--- config.mk ---
export PLATFORM = sky130hd
export DESIGN_NAME = seq_code_lock_flat
export DESIGN_NICKNAME = d
export VERILOG_FILES = /design/src/rtl/seq_code_lock_if.sv /design/src/rtl/seq_code_lock.sv /design/src/flat_wrapper.sv
export SDC_FILE = /design/constraint.sdc
export NUM_CORES = 1
export LEC_CHECK = 0
export ABC_CLOCK_PERIOD_IN_PS = 3220
export BUFFER_PORTS_ARGS = -buffer_cell sky130_fd_sc_hd__buf_2
export CAP_MARGIN = 20
export CORE_AREA = 2 2 51 53
export DETAILED_ROUTE_END_ITERATION = 12
export DIE_AREA = 0 0 53 55
export PLACE_DENSITY_LB_ADDON = 0.25
export REMOVE_ABC_BUFFERS = 1
export SLEW_MARGIN = 10
export SYNTH_ARGS = -nofsm -noshare
export SYNTH_HDL_FRONTEND = slang
export SYNTH_SLANG_ARGS = --single-unit
--- constraint.sdc ---
create_clock -name clk -period 3.22 [get_ports clk]
set_input_delay 0.644 -clock clk [delete_from_list [all_inputs] [get_ports clk]]
set_output_delay 0.644 -clock clk [all_outputs]
set_load 0.05 [all_outputs]
--- src/rtl/seq_code_lock_if.sv ---
// ---------------------------------------------------------------------------
// seq_code_lock_if
// Purpose : groups the board-facing signals of the sequential code lock so
//           the lock and whatever drives it share one bundle.
// Modports:
//   master : drives no / push1 / push2, observes the status outputs
//   slave  : the lock itself; samples the buttons, drives the status outputs
// Signals :
//   no       [WIDTH]  digit value from the switches
//   push1             enrol button (level, debounced)
//   push2             check button (level, debounced)
//   ledpin            lit after a fully matching check sequence
//   armed             a complete code is stored
//   locked            lockout in progress
//   idx      [IDX_W]  next digit position (enrol or check)
//   fail_cnt [FC_W]   consecutive failed checks
// ---------------------------------------------------------------------------
interface seq_code_lock_if #(
    parameter int WIDTH    = 4,
    parameter int DEPTH    = 4,
    parameter int MAX_FAIL = 3
);
    localparam int IDX_W = (DEPTH > 1) ? $clog2(DEPTH) : 1;
    localparam int FC_W  = $clog2(MAX_FAIL + 1);

    logic [WIDTH-1:0] no;
    logic             push1;
    logic             push2;
    logic             ledpin;
    logic             armed;
    logic             locked;
    logic [IDX_W-1:0] idx;
    logic [FC_W-1:0]  fail_cnt;

    modport master (
        output no, push1, push2,
        input  ledpin, armed, locked, idx, fail_cnt
    );

    modport slave (
        input  no, push1, push2,
        output ledpin, armed, locked, idx, fail_cnt
    );
endinterface

--- src/rtl/seq_code_lock.sv ---
// ---------------------------------------------------------------------------
// seq_code_lock
// Purpose : enrols a DEPTH-digit code (WIDTH bits per digit) on rising edges
//           of push1, verifies a re-entered sequence on rising edges of
//           push2 and lights ledpin on a full match.  Consecutive failed
//           checks are counted; with lockout enabled, MAX_FAIL failures
//           freeze the lock for LOCK_CYCLES clocks.
// Ports   :
//   clk  : system clock, all state changes on posedge
//   rst  : synchronous reset, active-high
//   bus  : seq_code_lock_if.slave (no, push1, push2 in;
//          ledpin, armed, locked, idx, fail_cnt out)
// Config  : define SEQ_CODE_LOCK_LOCKOUT_EN to build the LOCK state and its
//           timer.  Without it locked is tied low and fail_cnt saturates.
// ---------------------------------------------------------------------------
module seq_code_lock #(
    parameter int WIDTH       = 4,
    parameter int DEPTH       = 4,
    parameter int MAX_FAIL    = 3,
    parameter int LOCK_CYCLES = 16
) (
    input  logic           clk,
    input  logic           rst,
    seq_code_lock_if.slave bus
);
    localparam int IDX_W = (DEPTH > 1) ? $clog2(DEPTH) : 1;
    localparam int FC_W  = $clog2(MAX_FAIL + 1);

    localparam logic [IDX_W-1:0] IDX_LAST = IDX_W'(DEPTH - 1);
    localparam logic [IDX_W-1:0] IDX_ONE  = IDX_W'(1);
    localparam logic [FC_W-1:0]  FC_ONE   = FC_W'(1);

`ifdef SEQ_CODE_LOCK_LOCKOUT_EN
    localparam int TMR_W = $clog2(LOCK_CYCLES + 1);
    localparam logic [TMR_W-1:0] TMR_LOAD   = TMR_W'(LOCK_CYCLES);
    localparam logic [TMR_W-1:0] TMR_ONE    = TMR_W'(1);
    localparam logic [FC_W-1:0]  FAIL_LIMIT = FC_W'(MAX_FAIL);

    typedef enum logic [1:0] {IDLE, ENROL, CHECK, LOCK} state_t;

    logic [TMR_W-1:0] timer_q, timer_d;
`else
    typedef enum logic [1:0] {IDLE, ENROL, CHECK} state_t;
`endif

    state_t           state_q, state_d;
    logic [WIDTH-1:0] code_q [DEPTH];
    logic [WIDTH-1:0] code_d [DEPTH];
    logic [IDX_W-1:0] idx_q, idx_d;
    logic [FC_W-1:0]  fail_q, fail_d;
    logic             armed_q, armed_d;
    logic             led_q, led_d;
    logic             mism_q, mism_d;
    logic             push1_q, push2_q;

    logic             ev1, ev2;
    logic             cur_mism;
    logic [FC_W-1:0]  fail_inc;

    // Simultaneous rising edges cancel each other, so only a lone edge
    // counts as an event.
    assign ev1 = bus.push1 & ~push1_q & ~(bus.push2 & ~push2_q);
    assign ev2 = bus.push2 & ~push2_q & ~(bus.push1 & ~push1_q);

    // Next-state logic.  A check started from IDLE begins with a clean
    // mismatch flag, so the stored flag is only folded in while in CHECK.
    always_comb begin
        state_d  = state_q;
        code_d   = code_q;
        idx_d    = idx_q;
        fail_d   = fail_q;
        armed_d  = armed_q;
        led_d    = led_q;
        mism_d   = mism_q;
`ifdef SEQ_CODE_LOCK_LOCKOUT_EN
        timer_d  = timer_q;
        fail_inc = fail_q + FC_ONE;
`else
        fail_inc = (fail_q == {FC_W{1'b1}}) ? fail_q : fail_q + FC_ONE;
`endif
        cur_mism = ((state_q == CHECK) & mism_q) | (bus.no != code_q[idx_q]);

        case (state_q)
            IDLE, CHECK: begin
                if (ev1) begin
                    code_d[0] = bus.no;
                    led_d     = 1'b0;
                    mism_d    = 1'b0;
                    if (DEPTH == 1) begin
                        armed_d = 1'b1;
                        idx_d   = '0;
                        fail_d  = '0;
                        state_d = IDLE;
                    end else begin
                        armed_d = 1'b0;
                        idx_d   = IDX_ONE;
                        state_d = ENROL;
                    end
                end else if (ev2 && (state_q == CHECK || armed_q)) begin
                    led_d = 1'b0;
                    if (idx_q == IDX_LAST) begin
                        idx_d   = '0;
                        mism_d  = 1'b0;
                        state_d = IDLE;
                        if (!cur_mism) begin
                            led_d  = 1'b1;
                            fail_d = '0;
                        end else begin
                            fail_d = fail_inc;
`ifdef SEQ_CODE_LOCK_LOCKOUT_EN
                            if (fail_inc == FAIL_LIMIT) begin
                                state_d = LOCK;
                                timer_d = TMR_LOAD;
                            end
`endif
                        end
                    end else begin
                        mism_d  = cur_mism;
                        idx_d   = idx_q + IDX_ONE;
                        state_d = CHECK;
                    end
                end
            end

            ENROL: begin
                if (ev1) begin
                    code_d[idx_q] = bus.no;
                    if (idx_q == IDX_LAST) begin
                        idx_d   = '0;
                        armed_d = 1'b1;
                        fail_d  = '0;
                        state_d = IDLE;
                    end else begin
                        idx_d = idx_q + IDX_ONE;
                    end
                end
            end

`ifdef SEQ_CODE_LOCK_LOCKOUT_EN
            // Events are ignored here; the lock releases on the cycle the
            // timer would reach zero, giving exactly LOCK_CYCLES locked cycles.
            LOCK: begin
                timer_d = timer_q - TMR_ONE;
                if (timer_q <= TMR_ONE) begin
                    timer_d = '0;
                    fail_d  = '0;
                    state_d = IDLE;
                end
            end
`endif

            default: state_d = IDLE;
        endcase
    end

    // State register; button history is tracked every cycle so a button
    // held through a lockout does not fire when the lock releases.
    always_ff @(posedge clk) begin
        if (rst) begin
            state_q <= IDLE;
            for (int i = 0; i < DEPTH; i++) begin
                code_q[i] <= '0;
            end
            idx_q   <= '0;
            fail_q  <= '0;
            armed_q <= 1'b0;
            led_q   <= 1'b0;
            mism_q  <= 1'b0;
            push1_q <= 1'b0;
            push2_q <= 1'b0;
`ifdef SEQ_CODE_LOCK_LOCKOUT_EN
            timer_q <= '0;
`endif
        end else begin
            state_q <= state_d;
            code_q  <= code_d;
            idx_q   <= idx_d;
            fail_q  <= fail_d;
            armed_q <= armed_d;
            led_q   <= led_d;
            mism_q  <= mism_d;
            push1_q <= bus.push1;
            push2_q <= bus.push2;
`ifdef SEQ_CODE_LOCK_LOCKOUT_EN
            timer_q <= timer_d;
`endif
        end
    end

    assign bus.ledpin   = led_q;
    assign bus.armed    = armed_q;
    assign bus.idx      = idx_q;
    assign bus.fail_cnt = fail_q;
`ifdef SEQ_CODE_LOCK_LOCKOUT_EN
    assign bus.locked   = (state_q == LOCK);
`else
    assign bus.locked   = 1'b0;
`endif

endmodule

--- src/flat_wrapper.sv ---
// flat-port wrapper written by rule: the top's interface ports become plain ports
module seq_code_lock_flat 
#(
    parameter int WIDTH       = 4,
    parameter int DEPTH       = 4,
    parameter int MAX_FAIL    = 3,
    parameter int LOCK_CYCLES = 16
)
  (clk, rst, bus_no, bus_push1, bus_push2, bus_ledpin, bus_armed, bus_locked, bus_idx, bus_fail_cnt);
  seq_code_lock_if #(.WIDTH(WIDTH), .DEPTH(DEPTH), .MAX_FAIL(MAX_FAIL)) bus_i ();
  input  logic clk;
  input  logic rst;
  input wire logic [$bits(bus_i.no)-1:0] bus_no;
  input wire logic [$bits(bus_i.push1)-1:0] bus_push1;
  input wire logic [$bits(bus_i.push2)-1:0] bus_push2;
  output wire logic [$bits(bus_i.ledpin)-1:0] bus_ledpin;
  output wire logic [$bits(bus_i.armed)-1:0] bus_armed;
  output wire logic [$bits(bus_i.locked)-1:0] bus_locked;
  output wire logic [$bits(bus_i.idx)-1:0] bus_idx;
  output wire logic [$bits(bus_i.fail_cnt)-1:0] bus_fail_cnt;
  assign bus_i.no = bus_no;
  assign bus_i.push1 = bus_push1;
  assign bus_i.push2 = bus_push2;
  assign bus_ledpin = bus_i.ledpin;
  assign bus_armed = bus_i.armed;
  assign bus_locked = bus_i.locked;
  assign bus_idx = bus_i.idx;
  assign bus_fail_cnt = bus_i.fail_cnt;
  seq_code_lock #(.WIDTH(WIDTH), .DEPTH(DEPTH), .MAX_FAIL(MAX_FAIL), .LOCK_CYCLES(LOCK_CYCLES)) u_core (.clk(clk), .rst(rst), .bus(bus_i));
endmodule
### Yosys cells after proc, flatten, opt, wreduce, memory -nomap -nowiden

Cells that the tools add are included.

| storage, ports and cells | value |
|---|---|
| input port bits | 8 |
| output and inout port bits | 7 |
| flip-flop bits (word level) | 27 |
| word-level logic and storage cells | 91 |

| operators by class | value |
|---|---|
| magnitude comparators | 2 |
| equality and inequality tests | 13 |
| reduce and logical (&&, ||, !) cells | 14 |
| mux-type cells | 37 |
| add/sub/neg operators | 2 |
| bitwise logic cells | 11 |

Operators with widths:

| cell | number |
|---|---|
| 2-bit 2-to-1 mux | 14 |
| 16-bit bitwise mux | 1 |
| 16-bit 2-to-1 mux | 1 |
| 4-bit 2-to-1 mux | 4 |
| 2-bit one-hot mux with 2 select lines | 3 |
| 1-bit 2-to-1 mux | 10 |
| 2-bit by 1-bit inequality test with 1-bit output, second input constant | 5 |
| 3-bit AND reduction | 3 |
| 4-bit binary-select mux with 2-bit select | 1 |
| 4-bit demux with 2-bit select | 1 |
| 4-bit one-hot mux with 2 select lines | 1 |
| 7-bit AND reduction | 1 |
| 2-bit equality test, second input constant | 3 |
| 1-bit AND | 5 |
| 2-bit by 1-bit adder with 2-bit output, second input constant | 2 |
| 4-bit inequality test | 1 |
| 1-bit NOT | 4 |
| 2-bit AND reduction | 2 |
| 4-bit AND reduction | 1 |
| 2-bit nonzero test | 2 |
| 3-bit greater-or-equal comparator, second input constant | 1 |
| 3-bit by 1-bit < comparator with 1-bit output, second input constant | 1 |
| 3-bit by 1-bit inequality test with 1-bit output, second input constant | 1 |
| 3-bit inequality test, second input constant | 1 |
| other kinds (9) | 10 |

### Depth between registers and ports, before layout

| depth | value |
|---|---|
| word-level depth | 11 |
| depth in mapped cells | 7 |

### Worst setup path after synthesis

No wires, ideal clock.

| timing | value |
|---|---|
| path type | reg2reg |
| start point | register u_core.idx_q[0] (netlist: u_core.bus.idx[0]) |
| end point | register u_core.fail_q[0] (netlist: u_core.bus.fail_cnt[0]) |
| buffers on the path | 1 |
| stages on the path, launching flop included | 7 |
| setup time | 101 ps |
| period minus slack after synthesis | 2075 ps |
| arrival | 1974 ps |
| setup slack | 1145 ps |
| cells stage by stage | dfxtp_1 -> buf_6 -> mux4_1 -> xnor2_1 -> nand3_1 -> a21oi_2 -> o41ai_1 |

| on the way | value |
|---|---|
| longest elaborated chain between the ends | 11 |
| elaborated cells between the ends (all ways) | 16 |
| those cells by class | eq/ne (5); mux (8); bitwise (2); reduce/logical (1) |

Ends and longest elaborated chain:

| item | line | text |
|---|---|---|
| from (decl) | seq_code_lock.sv:49 | `logic [IDX_W-1:0] idx_q, idx_d;` |
| from (signal assigned) | seq_code_lock.sv:177 | `idx_q <= idx_d;` |
| 2-bit NOT with 3-bit output (implied by the code) | seq_code_lock.sv:81 | `cur_mism = ((state_q == CHECK) & mism_q) \| (bus.no != code_q[idx_q]);` |
| 4-bit binary-select mux with 2-bit select | seq_code_lock.sv:81 |  |
| 4-bit 2-to-1 mux (implied by the code) (2 in series) | seq_code_lock.sv:81 |  |
| 4-bit inequality test | seq_code_lock.sv:81 |  |
| 1-bit bitwise OR | seq_code_lock.sv:81 |  |
| 2-bit 2-to-1 mux | seq_code_lock.sv:105 | `if (!cur_mism) begin` |
| 2-bit 2-to-1 mux | seq_code_lock.sv:101 | `if (idx_q == IDX_LAST) begin` |
| 2-bit 2-to-1 mux | seq_code_lock.sv:99 | `end else if (ev2 && (state_q == CHECK \|\| armed_q)) begin` |
| 2-bit 2-to-1 mux | seq_code_lock.sv:85 | `if (ev1) begin` |
| 2-bit one-hot mux with 2 select lines | seq_code_lock.sv:83 | `case (state_q)` |
| to (signal assigned) | seq_code_lock.sv:178 | `fail_q <= fail_d;` |
| to (decl) | seq_code_lock.sv:50 | `logic [FC_W-1:0] fail_q, fail_d;` |

Parallel ways exist; a longest one is shown, timed or not. The select of a mux whose other input is x is not followed.
A chain may end at the register's enable or synchronous reset.

### Final worst setup path

| timing | value |
|---|---|
| start point | register u_core.idx_q[0] (netlist: u_core.bus.idx[0]) |
| end point | register u_core.led_q (netlist: u_core.bus.ledpin) |

| on the way | value |
|---|---|
| longest elaborated chain between the ends | 10 |
| elaborated cells between the ends (all ways) | 11 |
| those cells by class | eq/ne (2); mux (7); bitwise (2) |

Ends and longest elaborated chain:

| item | line | text |
|---|---|---|
| 2-bit NOT with 3-bit output (implied by the code) | seq_code_lock.sv:81 |  |
| 4-bit binary-select mux with 2-bit select | seq_code_lock.sv:81 |  |
| 4-bit 2-to-1 mux (implied by the code) (2 in series) | seq_code_lock.sv:81 |  |
| 4-bit inequality test | seq_code_lock.sv:81 |  |
| 1-bit bitwise OR | seq_code_lock.sv:81 |  |
| 1-bit 2-to-1 mux | seq_code_lock.sv:105 |  |
| 1-bit 2-to-1 mux * | seq_code_lock.sv:101 |  |
| 1-bit 2-to-1 mux * | seq_code_lock.sv:99 |  |
| 1-bit 2-to-1 mux * | seq_code_lock.sv:85 |  |
| to (signal assigned) | seq_code_lock.sv:180 | `led_q <= led_d;` |
| to (decl) | seq_code_lock.sv:52 | `logic led_q, led_d;` |

Every way passes the cells marked *; elsewhere a longest branch is shown, timed or not. The select of a mux whose other input is x is not followed.

==> results.cfg <==
[status]
run_status = complete, no violations

[worst_setup_path]
crit_path_top_delay_cell = sky130_fd_sc_hd__dfxtp_1
timing.rr.start = u_core.bus.idx[0]
critical_path_arrival_ns = 2.34
ff2ff_setup_slack_ns = 1.17
setup.worst_path.class = reg2reg
critical_path_peak_fanout = 12
worstPathBufferInverterCount = 0
crit-reg2reg-capture = u_core.bus.ledpin
cp-end-kind = flip-flop
cpLargestDelayFamily = flip-flops
slowest_delay_ns = 0.70
cp_data_required_time_ns = 3.51
critical_path.cell_chain = mux4_1 -> xnor2_1 -> nand3_1 -> a21oi_2 -> a32o_1
crit_path_start_kind = flip-flop
reg2regPathDepth = 5

[cts]
cts-root-buf = sky130_fd_sc_hd__clkbuf_4
cts_setup_buffers = 0
path_clk_slew_ns = 0.15
clkLatencyLatePin_ns = 0.32
ctsResizeCount = 0
clock-sinks = 27
cts_tree = done
htree_levels = 1
ctsLongestPathBuffers = 2
cts_hold_buf = 0
cts_made_buffers = 3

[grt]
grt_pass1_wl_um = 4180
globalRouteOverflowTotal = 0
largest_net_degree_at_the_start_of_global_routing = 29
first_global_vias = 916
antenna_violations_before_repair = 0
combined_global_route_utilization_of_all_metal_layers = 0.198

[detailed_routing]
drt.antenna.violating_nets = 0
detail_route.wirelength_um = 2580
drt-initial-drc-count = 9
drt-pass1-iter-count = 3
drc = 0
post_drt_wl_per_cell_um = 14.1
route.vias.total = 1015
via_per_inst = 5.55

[layout]
layout_commonest_cell = sky130_fd_sc_hd__dfxtp_1
antenna-diode-count = 0
layout.nets = 167
layout_common_cells = sky130_fd_sc_hd__dfxtp_1, sky130_fd_sc_hd__nor2_1, sky130_fd_sc_hd__mux2i_1, sky130_fd_sc_hd__buf_2, sky130_fd_sc_hd__a21oi_1
finalCoreUtilization = 0.615
area.growth.synth_to_final_pct = 6.70
drive_above_1_share = 0.131

[pwr]
seq_power_share = 0.612
peak_supply_drop_uv = 323
power.share.combinational = 0.131
power.switching_fraction = 0.279
power_frac_clock = 0.257
cellPowerDensity_nw_per_um2 = 399
p_leak_nw = 0.617
fin_total_pwr_w = 0.000581
p_int_w = 0.000419
switching_power_w = 0.000162

[sta]
setup_ws_ns = 1.17
finalSetupViolations = 0
skew_ns = 0.00837
final_hold_viol_count = 0
unrepaired_setup_endpoints_after_global_routing = no
setup_tns_ns = 0
slew-limit-headroom = 0.583
timing_worst_slew_pin_value_ns = 0.626
min_period_ns = 2.05
fmaxAchievable_mhz = 487
final_min_period_over_clock_period = 0.638
finalMaxSlewViolations = 0

[yosys]
postSynthAreaPerCell_um2 = 9.54
yosysWarningCount = 0
seq_area_frac_synth = 0.396
syn-instance-count = 143
synth.cell_area_um2 = 1360
yosys_register_bits = 27
synthDistinctLibCells = 37

[floorplanning]
core_region_area_um2 = 2360
floorplan.die_area_um2 = 2920
dieHeight_um = 55
pin_count = 15
dieWidth_um = 53
floorplan.initialDensity = 0.577
core.rowCount = 18

[run]
maxCapViolations = 0

[worst_hold_path]
hold_path.startpoint = u_core.bus.ledpin
class_of_the_tightest_hold_or_removal_check = reg2reg
worstHoldEndpoint = u_core.bus.ledpin
hold_path_cells = 1

[place]
dp_slack_ns = 1.07
finalWeightedCongestion = 0.781
place_hpwl_um = 1880
io_buffer_count = 13
[layer usage]
metal,up-vias,share of wire,wire (µm),track usage
li1,521,-,-,-
met1,481,0.47,1200,0.245
met2,11,0.50,1290,0.352
met3,2,0.024,62,0.0242
met4,0,0.0078,20,0.0769
met5,-,0,0,0
[final cells by class]
cell class | instances | area [µm²]
fillers | 218 | 910
multi-input cells | 107 | 777
flip-flops and latches | 27 | 541
repair buffers | 13 | 65.1
well taps | 30 | 37.5
clock buffers | 3 | 22.5
inverters | 2 | 7.51
clock inverters | 1 | 5.00
[cell families (layout without fill, tap and decap cells)]
family                   count (synthesis)  in the layout  share of synthesized area
XOR/XNOR                                 6              6                     0.0385
multiplexers                            22             22                      0.185
AND/OR/NAND/NOR                         54             54                      0.203
adder cells (fa/ha/maj)                  5              5                     0.0459
buffers and inverters                    9             19                     0.0339
AO/OA/AOI/OAI                           19             19                     0.0945
flip-flops                              27             27                      0.396
other                                    1              1                    0.00275
[state kept, by name, summed over array words and instances, names as in the netlist]
register / cells
u_core.push2_q: 1
u_core.bus.idx: 2
u_core.state_q: 2
u_core.bus.fail_cnt: 2
u_core.push1_q: 1
u_core.bus.armed: 1
u_core.bus.ledpin: 1
u_core.code_q: 16
u_core.mism_q: 1
[through the flow]
| step | std cells | hold slack, ns | instance area [µm²] |
|---|---|---|---|
| 2_1_floorplan | 136 | 0.433 | 1330 |
| 3_3_place_gp | 179 | 0.450 | 1430 |
| 3_5_place_dp | 179 | 0.450 | 1430 |
| 4_1_cts | 183 | 0.485 | 1460 |
| 5_1_grt | 183 | 0.506 | 1460 |
| 6_report | 183 | 0.481 | 1460 |
[cell usage after synthesis (all sizes together)]
cell      n  area [µm²]
a21oi     8        43.8
a22oi     2        15.0
a31oi     1        6.26
a32o      1        10.0
and2      1        6.26
and3      1        6.26
buf       2        18.8
clkbuf    5        20.0
conb      1        3.75
dfxtp    27         541
ha        5        62.6
inv       2        7.51
mux2i    20         200
mux4      2        52.6
nand2     2        7.51
nand2b    3        18.8
nand3     5        25.0
nand3b    4        30.0
nor2     25        93.8
nor2b     5        31.3
nor3      3        20.0
nor4b     2        17.5
o211ai    1        7.51
o21a      1        7.51
o21ai     1        5.00
o2bb2ai   1        8.76
o31ai     1        7.51
o41ai     2        17.5
or2       1        6.26
or2b      1        7.51
or3       1        6.26
xnor2     2        17.5
xor2      4        35.0
[power groups by stage]
stage               registers [W]  logic (W)  clock network, W
finish                   0.000356  0.0000761          0.000149
global route             0.000358  0.0000847          0.000164
CTS                      0.000356  0.0000767          0.000154
detailed placement       0.000363  0.0000764                 0
global placement         0.000362  0.0000749                 0
floorplan                0.000365  0.0000469                 0
[worst register-to-register path: stages (launching register included)]
cell and delay [ns]:
sky130_fd_sc_hd__dfxtp_1 0.70, sky130_fd_sc_hd__mux4_1 0.66, sky130_fd_sc_hd__xnor2_1 0.17, sky130_fd_sc_hd__nand3_1 0.11, sky130_fd_sc_hd__a21oi_2 0.20, sky130_fd_sc_hd__a32o_1 0.18
[worst max-delay path by stage]
stage,to,start,cells after the start
2_1_floorplan,u_core.bus.fail_cnt[0],u_core.bus.idx[0],5
3_3_place_gp,u_core.code_q[2],bus_push2,6
6_report,u_core.bus.ledpin,u_core.bus.idx[0],5
4_1_cts,u_core.bus.ledpin,u_core.bus.idx[0],5
3_5_place_dp,u_core.code_q[1],bus_push2,6
5_1_grt,u_core.bus.fail_cnt[1],u_core.bus.idx[0],5
(Power assumes the default switching activity.)
